--- src/rtl/fifo_write_arbiter.sv ---
// Round-robin arbiter sharing one FIFO write port among several producers.
// The winner keeps the grant for a burst of up to BURST words.
module fifo_write_arbiter #(
  parameter int unsigned REQUESTERS = 4,
  parameter int unsigned WIDTH      = 32,
  parameter int unsigned BURST      = 8
) (
  input  logic                          i_clock,
  input  logic                          i_reset,
  input  logic [REQUESTERS-1:0]         i_request,
  input  logic [REQUESTERS*WIDTH-1:0]   i_wdata,
  output logic [REQUESTERS-1:0]         o_ack,
  output logic [REQUESTERS-1:0]         o_grant,
  output logic                          o_fifo_write,
  output logic [WIDTH-1:0]              o_fifo_wdata,
  input  logic                          i_fifo_full
);

  localparam int unsigned IdxW = $clog2(REQUESTERS);
  localparam int unsigned CntW = $clog2(BURST + 1);
  localparam logic [IdxW-1:0] LastReset = IdxW'(REQUESTERS - 1);
  localparam logic [CntW-1:0] CountLast = CntW'(BURST - 1);

  typedef enum logic {StIdle, StGranted} state_e;

  state_e                r_state;
  logic [REQUESTERS-1:0] r_grant;
  logic [IdxW-1:0]       r_owner;
  logic [IdxW-1:0]       r_last;
  logic [CntW-1:0]       r_count;

  logic [IdxW-1:0]       w_winner;
  logic [IdxW-1:0]       w_cand;
  logic [REQUESTERS-1:0] w_onehot;
  logic                  w_any;
  logic                  w_write;
  int unsigned           w_idx;

  // Scan last+1, last+2, ... so the most recent winner has lowest priority.
  always_comb begin
    w_winner = r_last;
    w_any    = 1'b0;
    w_idx    = 0;
    w_cand   = '0;
    for (int unsigned i = 1; i <= REQUESTERS; i++) begin
      w_idx  = (32'(r_last) + i) % REQUESTERS;
      w_cand = IdxW'(w_idx);
      if (!w_any && i_request[w_cand]) begin
        w_any    = 1'b1;
        w_winner = w_cand;
      end
    end
    w_onehot           = '0;
    w_onehot[w_winner] = 1'b1;
  end

  // Reset suppresses the strobe so nothing is written in the reset cycle.
  assign w_write      = (r_state == StGranted) & i_request[r_owner] & ~i_fifo_full & ~i_reset;
  assign o_fifo_write = w_write;
  assign o_ack        = w_write ? r_grant : '0;
  assign o_grant      = r_grant;
  assign o_fifo_wdata = i_wdata[r_owner*WIDTH +: WIDTH];

  always_ff @(posedge i_clock) begin
    if (i_reset) begin
      r_state <= StIdle;
      r_grant <= '0;
      r_owner <= '0;
      r_last  <= LastReset;
      r_count <= '0;
    end else begin
      unique case (r_state)
        StIdle: begin
          if (w_any) begin
            r_state <= StGranted;
            r_grant <= w_onehot;
            r_owner <= w_winner;
            r_last  <= w_winner;
            r_count <= '0;
          end
        end
        StGranted: begin
          if (!i_request[r_owner]) begin
            r_state <= StIdle;
            r_grant <= '0;
            r_count <= '0;
          end else if (!i_fifo_full) begin
            if (r_count == CountLast) begin
              r_state <= StIdle;
              r_grant <= '0;
              r_count <= '0;
            end else begin
              r_count <= r_count + CntW'(1);
            end
          end
        end
        default: begin
          r_state <= StIdle;
          r_grant <= '0;
        end
      endcase
    end
  end

endmodule
--- config.mk ---
export PLATFORM = sky130hd
export DESIGN_NAME = fifo_write_arbiter
export DESIGN_NICKNAME = d
export VERILOG_FILES = /design/src/rtl/fifo_write_arbiter.sv
export SDC_FILE = /design/constraint.sdc
export NUM_CORES = 1
export LEC_CHECK = 0
export ABC_AREA = 1
export CAP_MARGIN = 10
export CORE_ASPECT_RATIO = 1.75
export CORE_UTILIZATION = 28
export DETAILED_ROUTE_END_ITERATION = 7
export GPL_ROUTABILITY_DRIVEN = 1
export PLACE_DENSITY = 0.89
export SYNTH_ARGS = -nofsm -noshare
export SYNTH_HDL_FRONTEND = slang
export SYNTH_SLANG_ARGS = --single-unit
--- constraint.sdc ---
create_clock -name i_clock -period 1.36 [get_ports i_clock]
set_input_delay 0.136 -clock i_clock [delete_from_list [all_inputs] [get_ports i_clock]]
set_output_delay 0.136 -clock i_clock [all_outputs]
set_load 0.05 [all_outputs]
==> flow_metrics.env <==
export IMPL_drv_slew=0
export IMPL_leakage_uw=0.00208
export IMPL_grt_usage_pct=28.9
export IMPL_cp_required_ns=1.22
export IMPL_fin_crit_ns=1.81
export IMPL_synthFlopType="dfxtp_1"
export IMPL_fin_nets=678
export IMPL_drc=0
export IMPL_arrival_ns=1.68
export IMPL_initial_utilization_pct=29.4
export IMPL_cts_buffers=3
export IMPL_grt_max_degree=33
export IMPL_fin_ws_ns=-0.452
export IMPL_netlist_top_cells_area="o21ai_0, nor2_1, dfxtp_1, o22ai_1, nand2_1"
export IMPL_crit_slowest_cell="dfxtp_4"
export IMPL_muxShareOfSynthArea_pct=0
export IMPL_finClkSkew_ns=0.00425
export IMPL_wl_per_cell_um=20.5
export IMPL_rsz0062_at_grt="yes"
export IMPL_clk_pin_slew_ns=0.05
export IMPL_antenna_cells=0
export IMPL_timing_hold_ws_ns=0.514
export IMPL_crit_type="register to output port"
export IMPL_grt_pass1_vias=3396
export IMPL_hold_viol=0
export IMPL_die_w_um=63.4
export IMPL_setup_viol=50
export IMPL_clockRootBuffer="clkbuf_8"
export IMPL_synth_top_cell_area_share_pct=17.3
export IMPL_power_density_mw_per_mm2=2090
export IMPL_area_growth_pct=187
export IMPL_path_cells="inv_4 > a21oi_4 > o21ai_4 > a21oi_4 > nand3_4 > nor2_4 > buf_12"
export IMPL_place_congestion=0.898
export IMPL_drt_pass1_iterations=4
export IMPL_postRouteAntennaNets=0
export IMPL_rows=38
export IMPL_worst_pin_slew_ns=0.363
export IMPL_netlist_area_mm2=0.00185
export IMPL_ys_ff_latch=13
export IMPL_fmax_mhz=552
export IMPL_stdcell_area_mm2=0.00530
export IMPL_first_iter_violations=157
export IMPL_synth_top_family_by_area="simple AND/OR/NAND/NOR gates"
export IMPL_synth_edff_count=0
export IMPL_via_per_inst=5.60
export IMPL_overflow=0
export IMPL_crit_top_cell="a21oi_4"
export IMPL_endpoint_kind="output port"
export IMPL_ys_async_sr_fraction_pct=0
export IMPL_path_buf_inv=2
export IMPL_grt_pass1_wl_um=15900
export IMPL_synth_cell_types=30
export IMPL_violations="setup timing"
export IMPL_syn_inst=332
export IMPL_yosys_area_share_simple_pct=41.7
export IMPL_synth_compound_area_share_pct=34.0
export IMPL_avgSynthCellArea_um2=5.56
export IMPL_outcome="finished with violations"
export IMPL_antenna_found_initial=0
export IMPL_synth_top_area_cell="o21ai_0"
export IMPL_synth_xor_area_share_pct=0.474
export IMPL_drv_cap=0
export IMPL_dieHeight_um=109
export IMPL_yosysWarningCount=0
export IMPL_vias=3475
export IMPL_ios=176
export IMPL_relSlewSlack_pct=75.5
export IMPL_clock_sinks=13
export IMPL_synth_fp_nets=468
export IMPL_hpwl_um=8110
export IMPL_die_area_mm2=0.00694
export IMPL_worstSetupStartpointType="register"
export IMPL_port_buffers=175
export IMPL_critPathMaxStageDelay_ns=0.41
export IMPL_peakVddDrop_mv=1.64
export IMPL_dpl_cell_area_mm2=0.00452
export IMPL_layout_drive_gt1_share_pct=49.4
export IMPL_worstHoldPathType="register to register"
export IMPL_crit_fanout=6
export IMPL_synth_adder_area_share_pct=0.678
export IMPL_htree_levels=1
export IMPL_synth_seq_area_share_pct=14.1
export IMPL_cpLargestDelayFamily="compound AO/OA/AOI/OAI gates"
export IMPL_period_share_pct=133
export IMPL_cts_tree="built"
export IMPL_clock_latency_ns=0.25
export IMPL_cts_buffer_depth=2
export IMPL_coreArea_mm2=0.00628
export IMPL_drt_wl_total_um=12700
==> layer usage <==
metal  routed length [µm]  track usage (%)
met1                 3930             26.4
met2                 7030             58.1
met4                  918             16.6
met3                  834             4.88
met5                    0                0
==> Yosys cell counts (2+ instances only) <==
master / instances
nor2_1: 75
o21ai_0: 64
nand2_1: 43
o22ai_1: 32
nand3_1: 18
clkbuf_1: 17
inv_1: 14
dfxtp_1: 13
nand2_2: 12
a21oi_1: 6
nand2_4: 6
o21ai_1: 6
a21oi_2: 3
buf_2: 3
inv_2: 3
nand3_2: 2
nand4_1: 2
==> final cells by class <==
cell class / instances / area [µm²]
tap: 80 / 100
fill: 354 / 972
multi-input combinational: 278 / 2370
timing repair buffer: 227 / 2430
sequential: 13 / 273
inverter: 19 / 91.3
clock buffer: 3 / 41.3
clock inverter: 1 / 5.00
==> stage by stage <==
step | util (%) | worst slack, ns | total power [µW] | std cells | setup TNS [ns]
after detailed placement | 72.0 | -0.482 | 8830 | 606 | -12.14
final | 84.5 | -0.452 | 11100 | 621 | -14.82
after global routing | 84.5 | -0.497 | 11500 | 621 | -16.87
after floorplan | - | -0.114 | 6280 | 332 | -0.528
after global placement | 72.0 | -0.453 | 8620 | 606 | -10.03
after CTS | 76.5 | -0.403 | 9780 | 613 | -13.04
==> power breakdown <==
part	internal [µW]	total, µW	switching (µW)
clock network	203	349	146
logic	4060	9980	5920
registers	534	752	218
==> cells by family (layout without fill, tap and decap cells) <==
family,count (synthesis),count (layout)
simple gates,163,163
compound gates,113,113
buf+inv,41,250
flops,13,13
fa+ha+maj,1,1
xor+xnor,1,1
==> layout by cell type (no fill, tap or decap), types with 3 or more instances in the layout <==
master | Yosys | layout
buf_12 | 0 | 15
nand3_4 | 0 | 3
clkbuf_8 | 0 | 3
o21ai_2 | 1 | 42
dfxtp_1 | 13 | 9
dfxtp_4 | 0 | 3
nand2_4 | 6 | 15
clkdlybuf4s50_1 | 0 | 133
inv_2 | 3 | 3
nor2_4 | 0 | 6
buf_6 | 1 | 35
buf_4 | 0 | 37
nand3_2 | 2 | 6
buf_8 | 0 | 4
o21ai_4 | 0 | 6
nor2_1 | 75 | 48
nand2_1 | 43 | 33
a21oi_2 | 3 | 6
nor2_2 | 1 | 22
inv_1 | 14 | 10
o21ai_1 | 6 | 15
o21ai_0 | 64 | 8
o22ai_4 | 0 | 32
inv_4 | 1 | 3
nand2_2 | 12 | 11
nand3_1 | 18 | 11
==> sequential cells by signal, summed over array words and instances (netlist names) <==
| signal | flops |
|---|---|
| r_count | 4 |
| o_grant | 4 |
| r_state | 1 |
| r_last | 2 |
| r_owner | 2 |
==> timing repair <==
action                                  4_1_cts  5_1_grt
setup buffers                                 3        6
endpoints found under the setup margin       50       50
hold buffers                                  0        0
gates resized for setup                      97      119
pin swaps                                     6        9
gates cloned                                  0        2
==> final timing paths <==
path,start,slack [ns],endpoint,cells past startpoint
worst max register to register,r_owner[0],-0.37,r_count[0],11
worst min-delay path,r_count[3],0.51,r_count[3],2
worst max-delay path,r_owner[0],-0.45,o_ack[0],7
worst min register to register,r_count[3],0.51,r_count[3],2
==> worst register-to-register path: cells and delay by family, from the launching register on <==
| family | cells | cell delay, ns |
|---|---|---|
| compound gates | 4 | 0.59 |
| buf+inv | 4 | 0.44 |
| flops | 1 | 0.41 |
| simple gates | 3 | 0.22 |
Power figures use the tool's default switching activity.
